[config.mk]
export PLATFORM = sky130hd
export DESIGN_NAME = ccu_pack_arb
export DESIGN_NICKNAME = d
export VERILOG_FILES = /design/src/rtl/ccu_pack_arb.sv
export SDC_FILE = /design/constraint.sdc
export NUM_CORES = 1
export LEC_CHECK = 0
export BUFFER_PORTS_ARGS = -buffer_cell sky130_fd_sc_hd__buf_2
export CAP_MARGIN = 20
export CORE_AREA = 10 10 112 139
export DETAILED_ROUTE_END_ITERATION = 7
export DIE_AREA = 0 0 122 149
export PLACE_DENSITY = 0.77
export SLEW_MARGIN = 20
export SYNTH_ARGS = -nofsm -noshare
export SYNTH_HDL_FRONTEND = slang
export SYNTH_SLANG_ARGS = --single-unit
[constraint.sdc]
create_clock -name clk -period 3.75 [get_ports clk]
set_input_delay 0.1875 -clock clk [delete_from_list [all_inputs] [get_ports clk]]
set_output_delay 0.1875 -clock clk [all_outputs]
set_load 0.05 [all_outputs]
[src/rtl/ccu_pack_arb.sv]
// Round-robin arbiter that streams one requester's packet bytes into a packer,
// then waits for the packer's busy pulse before releasing the grant.
module ccu_pack_arb #(
   parameter int N_REQ   = 4,
   parameter int TIMEOUT = 65535
) (
   input  logic                  clk,
   input  logic                  rstn,
   input  logic [N_REQ-1:0]      req,
   input  logic [16*N_REQ-1:0]   req_id,
   input  logic [13*N_REQ-1:0]   req_length,
   input  logic [8*N_REQ-1:0]    req_type,
   input  logic [8*N_REQ-1:0]    req_data,
   input  logic [N_REQ-1:0]      req_valid,
   output logic [N_REQ-1:0]      gnt,
   output logic [N_REQ-1:0]      req_ready,
   output logic [N_REQ-1:0]      done,
   output logic                  timeout_err,
   output logic                  pack_en,
   output logic [7:0]            pack_data,
   output logic [15:0]           pack_id,
   output logic [12:0]           pack_length,
   output logic [7:0]            pack_type,
   input  logic                  pack_busy
);

   localparam int PW = (N_REQ > 1) ? $clog2(N_REQ) : 1;

   typedef enum logic [1:0] {IDLE, STREAM, WAIT_BUSY, WAIT_DONE} state_t;

   state_t            state, state_nxt;
   logic [PW-1:0]     rr_ptr, win_idx, cand;
   logic              win_found;
   logic [N_REQ-1:0]  win_oh;
   logic [15:0]       win_id;
   logic [12:0]       win_len;
   logic [7:0]        win_type;
   logic [7:0]        sel_data;
   logic [12:0]       byte_cnt;
   logic [15:0]       wait_cnt, wait_cnt_inc;
   logic              stream_open, accept, last_byte, wait_expired;
   logic              grant_now, finish_ok, time_out;

   // Search starts one past the last winner, wrapping at N_REQ-1.
   always_comb begin
      win_found = 1'b0;
      win_idx   = '0;
      cand      = rr_ptr;
      for (int k = 0; k < N_REQ; k++) begin
         cand = (cand == PW'(N_REQ - 1)) ? '0 : cand + 1'b1;
         if (!win_found && req[cand]) begin
            win_found = 1'b1;
            win_idx   = cand;
         end
      end
   end

   always_comb begin
      win_oh   = '0;
      win_id   = '0;
      win_len  = '0;
      win_type = '0;
      sel_data = '0;
      for (int i = 0; i < N_REQ; i++) begin
         if (win_idx == PW'(i)) begin
            win_oh[i] = 1'b1;
            win_id    = req_id[16*i +: 16];
            win_len   = req_length[13*i +: 13];
            win_type  = req_type[8*i +: 8];
         end
         if (gnt[i]) sel_data = req_data[8*i +: 8];
      end
   end

   // Handshake: a byte moves when req_valid[i] and req_ready[i] are high on the same edge.
   assign stream_open  = (state == STREAM) && (byte_cnt < pack_length);
   assign req_ready    = gnt & {N_REQ{stream_open}};
   assign accept       = |(req_valid & req_ready);
   assign last_byte    = accept && ((byte_cnt + 13'd1) == pack_length);
   assign wait_cnt_inc = wait_cnt + 16'd1;
   assign wait_expired = (wait_cnt_inc == 16'(TIMEOUT));

   always_ff @(posedge clk or negedge rstn) begin
      if (!rstn) state <= IDLE;
      else       state <= state_nxt;
   end

   always_comb begin
      state_nxt = state;
      grant_now = 1'b0;
      finish_ok = 1'b0;
      time_out  = 1'b0;
      case (state)
         IDLE: begin
            if (!pack_busy && win_found) begin
               grant_now = 1'b1;
               state_nxt = STREAM;
            end
         end
         STREAM: begin
            if (pack_length == 13'd0) begin
               finish_ok = 1'b1;
               state_nxt = IDLE;
            end else if (last_byte) begin
               state_nxt = WAIT_BUSY;
            end
         end
         WAIT_BUSY: begin
            if (pack_busy) begin
               state_nxt = WAIT_DONE;
            end else if (wait_expired) begin
               time_out  = 1'b1;
               state_nxt = IDLE;
            end
         end
         WAIT_DONE: begin
            if (!pack_busy) begin
               finish_ok = 1'b1;
               state_nxt = IDLE;
            end else if (wait_expired) begin
               time_out  = 1'b1;
               state_nxt = IDLE;
            end
         end
         default: state_nxt = IDLE;
      endcase
   end

   always_ff @(posedge clk or negedge rstn) begin
      if (!rstn) begin
         gnt         <= '0;
         done        <= '0;
         timeout_err <= 1'b0;
         pack_en     <= 1'b0;
         pack_data   <= '0;
         pack_id     <= '0;
         pack_length <= '0;
         pack_type   <= '0;
         byte_cnt    <= '0;
         wait_cnt    <= '0;
         rr_ptr      <= PW'(N_REQ - 1);
      end else begin
         done        <= finish_ok ? gnt : '0;
         timeout_err <= time_out;
         pack_en     <= accept;
         if (accept) begin
            pack_data <= sel_data;
            byte_cnt  <= byte_cnt + 13'd1;
         end
         if (grant_now) begin
            gnt         <= win_oh;
            rr_ptr      <= win_idx;
            pack_id     <= win_id;
            pack_length <= win_len;
            pack_type   <= win_type;
            byte_cnt    <= '0;
         end else if (finish_ok || time_out) begin
            gnt <= '0;
         end
         // Counter restarts on every state change so each wait state gets a full budget.
         if (state_nxt != state)
            wait_cnt <= '0;
         else if (state == WAIT_BUSY || state == WAIT_DONE)
            wait_cnt <= wait_cnt_inc;
      end
   end

endmodule

**Word level (Yosys, flattened, before mapping)**

Cells that the tools add are included.

- Divide/modulo/power cells: 0
- Mux-type cells: 63
- $mul: 0
- Add/subtract/negate cells: 6
- Reductions and logical operators: 19
- Shift operators: 0
- $lt $le $gt $ge: 5
- Bitwise logic cells: 2
- Eq/ne operators: 13

Operator list:

| kind | count |
|---|---|
| 16-bit 2-to-1 mux | 6 |
| 13-bit 2-to-1 mux | 6 |
| 8-bit 2-to-1 mux | 8 |
| 2-bit 2-to-1 mux | 14 |
| 1-bit 2-to-1 mux | 19 |
| 16-bit by 1-bit adder with 16-bit output, second input constant | 1 |
| 16-bit equality test, second input constant | 1 |
| 2-bit equality test, second input constant | 8 |
| 13-bit by 1-bit adder with 13-bit output, second input constant | 1 |
| 13-bit equality test | 1 |
| 13-bit logical NOT | 1 |
| 13-bit < comparator | 1 |
| 2-bit by 3-bit < comparator with 1-bit output, second input constant | 4 |
| 4-bit 2-to-1 mux | 3 |
| 2-bit by 1-bit adder with 2-bit output, second input constant | 4 |
| 4-bit AND | 2 |
| 1-bit binary-select mux with 2-bit select | 4 |
| 2-bit case mux with 4 select lines | 1 |
| 1-bit logical AND | 6 |
| 2-bit nonzero test | 3 |
| 2-bit by 1-bit equality test with 1-bit output, second input constant | 2 |
| 1-bit logical NOT | 4 |
| 2-bit logical NOT | 2 |
| 1-bit case mux with 2 select lines | 2 |
| 3 further kinds | 4 |

- Logic and storage cells: 120
- Output and inout port bits: 59
- ROM bits: 0
- Latch bits: 0
- RAM bits: 0
- Register bits: 88
- Memories kept: 0

**Longest topological paths before layout**

Gate-level depths: netlist of the first run.

- Depth after elaboration: 19
- Gate-level depth with buffers: 11
- Mapped depth without buffers: 9

**Worst setup path after synthesis of the first run**

Ideal clock, no wire load.

- Kind: register to register
- From: register pack_length[10]
- To: register byte_cnt[7]
- Buffers on the path: 2
- Library setup time: 0.095 ns
- Slack: 0.672 ns
- Stages on the path, launching flop included: 12
- Data arrival time: 2.983 ns
- Period minus slack after synthesis: 3.078 ns
- Cell sequence: dfrtp_1 -> inv_1 -> ha_1 -> a21o_1 -> a21oi_1 -> nor2b_1 -> or4_1 -> nor2_1 -> clkbuf_1 -> clkbuf_1 -> o21ai_0 -> o31ai_1

- Cells in the longest elaborated chain, start to end: 6

Ends and longest elaborated chain:

| element | line | text |
|---|---|---|
| start: declaration | 22 | `output logic [12:0] pack_length,` |
| start signal: assignment | 154 | `pack_length <= win_len;` |
| 13-bit < comparator | 76 | `assign stream_open = (state == STREAM) && (byte_cnt < pack_length);` |
| 1-bit logical AND | 76 |  |
| 4-bit AND | 77 | `assign req_ready = gnt & {N_REQ{stream_open}};` |
| 4-bit AND | 78 | `assign accept = \|(req_valid & req_ready);` |
| 4-bit OR reduction | 78 |  |
| 2-bit nonzero test (no source line) | - |  |
| end signal: assignment | 148 | `byte_cnt <= byte_cnt + 13'd1;` |
| end: declaration | 39 | `logic [12:0] byte_cnt;` |

No other way between the ends.
A chain may end at the register's enable or synchronous reset.

**Worst setup path after layout of the first run**

- From: register pack_length[6]
- To: output req_ready[1]

- Cells in the longest elaborated chain, start to end: 3

Ends and longest elaborated chain:

| element | line | text |
|---|---|---|
| 13-bit < comparator | 76 |  |
| 1-bit logical AND | 76 |  |
| 4-bit AND | 77 |  |
| end: declaration | 16 | `output logic [N_REQ-1:0] req_ready,` |

No other way between the ends.

==> results.md, run 1 <==
* Syn_nets at 1033
* F_max at 0.326 GHz
* Syn Std Cell Area at 6140 sq um
* CTS root buf: clkbuf_16
* Latest clock arrival within the worst-skew pair at 340 ps
* Required time worst endpoint at 3560 ps
* DRT antenna net count at 0
* Clock Path Buffers at 2
* Ant diodes at 0
* Switch share at 53.6%
* Sequential share of the synthesized area at 35.9%
* Via density at 5.38
* Buffers on Ports at 249
* Cells on worst reg2reg path at 8
* Final setup fails at 0
* Die height at 149 um
* Total grt overflow at 0
* Overall Global Routing Usage at 21.8%
* Number of global-route vias before repair at 6325
* Area leader, netlist: dfrtp_1
* Num CTS Buffers at 9
* Dominant synthesized flop cell: dfrtp_1
* Pwr/cell area at 768 nW/um^2
* Failing checks: negative hold slack
* Final WL at 20300 um
* DRT Pass-1 Iters at 6
* Drt drc at 0
* Critical Path AT at 2880 ps
* RSZ-0062 raised after global routing: false
* Number of max-cap violations at 0
* Worst Clk Skew at 7.95 ps
* Wire length per cell at 16.7 um
* Synth warn at 0
* CP most frequent cell: a21oi_1
* CP max-delay cell: nor4_1
* P_int at 2.77 mW
* Share of the synthesized area in the top cell type at 35.1%
* Post CTS Setup Buffer Count at 0
* NetSw at 3.20 mW
* Clock network power share at 14.0%
* Clk slew on worst S/H paths at 60 ps
* FP Rows at 47
* CP max FO at 4
* Share of cells above drive strength 1 at 28.7%
* Core box area at 13000 sq um
* Initial antenna violation count at 0
* Max-slew headroom at 38.9%
* FF+latch count, synth at 88
* Number of synthesized flops with an enable pin at 0
* Logic pwr share at 59.9%
* Leakage at 3.99 nW
* Post-cts sizing count at 0
* Design Power at 5.97 mW
* Layout area overhead at 26.7%
* I/O pin cnt at 250
* CP endpoint kind: primary output
* Mean Syn Cell Area at 7.44 sq um
* Final-stage net count at 1249
* Status: finished with violations
* H-tree levels at 3
* Async set-reset flop share out of synthesis at 100%
* Initial DRC Count at 421
* Worst VDD drop at 0.452 mV
* Tcrit/Tclk final at 81.9%
* Sequential Power Share at 26.1%
* Largest cells by area after synthesis: dfrtp_1 35%, nand2_1 14%, o21ai_0 6.3%, nand3_1 4.2%, ha_1 3.5%
* Clock tree sinks at 88
* Final GP Congestion at 0.912
* CTS tree: built
* Slew Viols, Final at 0
* Final hold viol count at 16
* Die W at 122 um
* Min Tclk post-route at 3070 ps
* First-pass GRT wire length at 32200 um
* DP HPWL at 15800 um
* CP Class: reg -> out
* Via Count at 6551
* Critical Path Max Stage Delay at 620 ps
* Tightest Pin Transition at 917 ps
* Largest net degree at the start of global routing at 80
* Final setup TNS at 0 ps
* Hold Path Class: in -> async
* Crit path launch type: flop
* Post-synthesis cell type count at 65
* Die area at 18200 sq um
* Synth Instances at 825
* Starting density of the core at 47.2%
* CP cell instances: inv_1 -> ha_1 -> a21oi_1 -> nor2_1 -> a211oi_1 -> a21oi_1 -> nor4_1 -> and2_1 -> buf_2
* Fin Hold WS at -33.8 ps
* CTS hold repair buffers at 0
-- power groups by stage --
stage | Combinational (mW) | Sequential (mW) | Clock, mW
CTS | 3.61 | 1.55 | 0.852
finish | 3.58 | 1.56 | 0.834
global placement | 3.56 | 1.55 | 0
detailed placement | 3.60 | 1.56 | 0
global route | 3.95 | 1.60 | 0.893
floorplan | 1.82 | 2.36 | 0
-- logic make-up after synthesis --
group | synth area share [%]
simple gates | 31.4
mux | 2.12
fa+ha+maj | 3.47
flops | 35.9
xor+xnor | 5.00
compound gates | 17.0
buf+inv | 5.02
-- stage by stage --
step / area [sq um] / cells / util, % / setup WS (ps)
2_1_floorplan: 6140 / 825 / - / 672
3_3_place_gp: 7500 / 1201 / 57.7 / 899
3_5_place_dp: 7500 / 1201 / 57.7 / 815
4_1_cts: 7770 / 1217 / 59.8 / 708
5_1_grt: 7770 / 1217 / 59.8 / 449
6_report: 7770 / 1217 / 59.8 / 680
-- worst max-delay path: cells and delay by family, from the launching register on --
family	cells	cell delay (ps)
AO/OA/AOI/OAI	3	520
AND/OR/NAND/NOR	3	910
adder cells (fa/ha/maj)	1	310
flip-flops	1	440
buffers and inverters	2	350
-- synthesized netlist by cell type (all sizes together), types with 5 or more instances --
library cell    n
a21o            6
a21oi          34
a22o            5
a22oi           8
and2            8
and3           10
buf            10
clkbuf         45
dfrtp          86
ha             17
inv            21
mux2            5
mux2i           7
nand2         232
nand3          53
nand4           9
nor2           52
nor2b           7
nor3           24
nor4            9
o211ai         13
o21ai          78
or4             6
xnor2          22
xor2           13
-- final cells by class --
| cell class | count | area, sq um |
|---|---|---|
| Sequential cell | 88 | 2200 |
| Clock buffer | 12 | 246 |
| Tap cell | 171 | 214 |
| Fill cell | 1260 | 5220 |
| Timing Repair Buffer | 260 | 1340 |
| Inverter | 21 | 78.8 |
| Multi-Input combinational cell | 661 | 3660 |
| Clock inverter | 4 | 30.0 |
-- cells in the final DEF (no fill, tap or decap), drive strengths merged, types with 4 or more instances in the layout --
cell      n
mux2i     7
nor3     24
nor2b     7
nand3    53
dfrtp    86
xor2     13
clkbuf   12
nor2     52
o211ai   13
a21oi    34
and3     10
a22o      5
nand4     9
nand2b    4
and2      8
nand2   232
ha       17
inv      21
xnor2    22
nor4      9
mux2      5
a21o      6
a22oi     8
or4       6
o21ai    78
buf     260
-- metal layers --
layer / routed length [um] / part of all wire, % / up-vias / track usage [%]
met5: 0 / 0 / - / 0
met4: 566 / 2.8 / 0 / 7.11
met3: 1840 / 9.0 / 37 / 7.95
met2: 10400 / 51 / 253 / 37.5
met1: 7470 / 37 / 3000 / 24.4
li1: - / - / 3261 / -
-- state kept, by name (all words and copies together) (netlist names) --
| name | count |
|---|---|
| timeout_err | 1 |
| done | 4 |
| pack_length | 13 |
| pack_data | 8 |
| rr_ptr | 2 |
| pack_id | 16 |
| wait_cnt | 16 |
| state | 2 |
| byte_cnt | 13 |
| pack_type | 8 |
| gnt | 4 |
| pack_en | 1 |
-- worst paths after layout --
path / startpoint / end / slack (ps)
setup reg to reg: wait_cnt[0] / wait_cnt[1] / 790
hold reg to reg: pack_id[5] / pack_id[5] / 470
min in group clk: req_data[28] / pack_data[4] / 140
hold / removal: rstn / wait_cnt[15] / -30
setup / recovery: pack_length[6] / req_ready[1] / 680
max in group asynchronous: rstn / rr_ptr[0] / 2890
Note: power is estimated with default switching activity, not from simulation.
==> run 2, diff against run 1 <==
==> constraint.sdc (replaced) <==
create_clock -name clk -period 3.15 [get_ports clk]
set_input_delay 0.1575 -clock clk [delete_from_list [all_inputs] [get_ports clk]]
set_output_delay 0.1575 -clock clk [all_outputs]
set_load 0.05 [all_outputs]
==> run 2 against run 1 <==
  * The run now ends clean
  * Sequential power up 17%
  * Cell area increased by 1.7%
  * Via count about the same
  * Clock skew grew 3.6 ps
  * Critical path type is now reg -> reg
==> results.md, run 2 (synthesis gave the netlist of run 1 again) <==
* Status: finished clean
* P_int at 3.44 mW (+24%)
* Commonest cells after routing, fill and taps aside: 248 x buf_2, 232 x nand2_1, 86 x dfrtp_1, 77 x o21ai_0, 52 x nand3_1
* Initial DRC Count at 421 (unchanged)
* Ant diodes at 0 (unchanged)
* Critical Path AT at 3170 ps (+290 ps)
* Clock tree sinks at 88 (unchanged)
* DRT Pass-1 Iters at 5 (-1)
* Share of cells above drive strength 1 at 29.5% (+0.77 points)
* Clock network power share at 14.7% (+0.7 points)
* Worst Clk Skew at 11.5 ps (+3.56 ps)
* Sequential Area at 2200 sq um (unchanged)
* Final-stage net count at 1259 (+0.80%)
* CTS tree: built
* Die area at 18200 sq um (unchanged)
* Min Tclk post-route at 2950 ps
* Final hold viol count at 0 (-16)
* Drt drc at 0 (unchanged)
* Via density at 5.34 (-0.85%)
* Final WL at 20500 um (+0.96%)
* CP endpoint kind: flop
* Die height at 149 um (unchanged)
* Initial antenna violation count at 0 (unchanged)
* Via Count at 6549 (-0.031%)
* Required time worst endpoint at 3370 ps (-190 ps)
* CP max FO at 10 (+6)
* Post-DP Area at 7590 sq um (+1.2%)
* Clk slew on worst S/H paths at 70 ps (about the same)
* Die W at 122 um (unchanged)
* Flop-to-flop setup slack at 200 ps (-590 ps)
* Switch share at 52.7% (-0.93 points)
* Core box area at 13000 sq um (unchanged)
* Pwr/cell area at 919 nW/um^2 (+20%)
* Commonest non-fill, non-tap cell in the layout: buf_2
* I/O pin cnt at 250 (unchanged)
* Wire length per cell at 16.7 um (+0.14%)
* Overall Global Routing Usage at 22.1% (+0.29 points)
* Starting density of the core at 47.2% (unchanged)
* Final GP Congestion at 0.917 (+0.56%)
* Worst VDD drop at 0.553 mV (+22%)
* Fin Hold WS at 105 ps (+139 ps)
* Latest clock arrival within the worst-skew pair at 350 ps (about the same)
* First-pass GRT wire length at 32500 um (+1.1%)
* H-tree levels at 3 (unchanged)
* Hold Path Class: in -> reg
* Fillers at 1235 (-2.0%)
* Final setup fails at 0 (unchanged)
* Cell area after layout at 7900 sq um (+1.7%)
* F_max at 0.339 GHz
* Number of global-route vias before repair at 6506 (+2.9%)
* Sequential Power Share at 25.1% (-1.0 points)
* Crit path launch type: flop
* CP Class: reg -> reg
* Leakage at 4.06 nW (+1.7%)
* NetSw at 3.83 mW (+20%)
* Buffers on Ports at 249 (unchanged)
* Num CTS Buffers at 9 (unchanged)
* RSZ-0062 raised after global routing: false
* CP max-delay cell: or4_1
* CTS root buf: clkbuf_16
* Post CTS Setup Buffer Count at 0 (unchanged)
* Slew Viols, Final at 0 (unchanged)
* Logic pwr share at 60.2% (+0.3 points)
* Total grt overflow at 0 (unchanged)
* CP cell instances: ha_1 -> nand3b_1 -> a2111o_1 -> or4_1 -> o21ai_0 -> o211a_1 -> buf_4 -> nor3_1
* Largest net degree at the start of global routing at 80 (unchanged)
* Area taken by multi-input logic gates at 3660 sq um (+0.17%)
* Critical Path Max Stage Delay at 540 ps (-80 ps)
* FP Rows at 47 (unchanged)
* Tightest Pin Transition at 732 ps (-184 ps)
* DRT antenna net count at 0 (unchanged)
* DP HPWL at 16200 um (+2.1%)
* Regs by FF count: pack_id x16, wait_cnt x16
* Layout area overhead at 28.8%
* Max-slew headroom at 51.2% (+12 points)
* Final setup TNS at 0 ps (unchanged)
* Tcrit/Tclk final at 93.8%
* Clock Path Buffers at 2 (unchanged)
* Number of max-cap violations at 0 (unchanged)
run 2: per-stage QoR:
step                cells  util, %  setup slack, ps  power, mW
floorplan             825        -             71.9       4.98
global placement     1210     58.4              347       6.17
detailed placement   1210     58.4              262       6.23
CTS                  1227     60.8             74.3       7.32
global route         1227     60.8             6.67       7.84
finish               1227     60.8              196       7.26
run 2: final timing paths:
path | startpoint | endpoint | cells after the start
setup reg to reg | wait_cnt[0] | wait_cnt[12] | 8
hold / removal | req_data[25] | pack_data[1] | 3
hold reg to reg | pack_id[5] | pack_id[5] | 2
setup / recovery | wait_cnt[0] | wait_cnt[12] | 8
min in group asynchronous | rstn | wait_cnt[2] | 2
max in group asynchronous | rstn | rr_ptr[1] | 3
run 2: area by class of cell:
cell class,instances,share of cell area [%]
Sequential cell,88,27.9
Tap cell,171,2.71
Multi-Input combinational cell,661,46.3
Clock inverter,6,0.855
Timing Repair Buffer,270,18.3
Clock buffer,10,2.90
Inverter,21,0.997
run 2: repair_timing:
item / in CTS / in global routing
setup endpoints to repair: 0 / 4
gates resized for setup: 0 / 1
hold buffers: 1 / 0
hold endpoints to repair: 54 / 0
run 2: power groups by stage:
stage	sequential, mW	clock, mW	combinational (mW)
global placement	1.82	0	4.35
finish	1.82	1.06	4.38
CTS	1.82	1.08	4.41
floorplan	2.81	0	2.17
detailed placement	1.83	0	4.40
global route	1.88	1.13	4.83
run 2: critical path, delay by kind of cell (launching register included):
kind / cells / cell delay (ps)
AOI/OAI and AO/OA: 3 / 950
adders and majority gates: 1 / 410
buffers and inverters: 1 / 220
DFF: 1 / 530
and+or+nand+nor: 3 / 720
run 2: routing by layer:
metal	GRT usage [%]	wire length, um	up-vias	share of wire (%)
met4	8.36	496	0	2.4
met1	24.3	7640	3006	37
met3	6.82	1660	35	8.1
met5	0	0	-	0
li1	-	-	3295	-
met2	38.8	10700	213	52
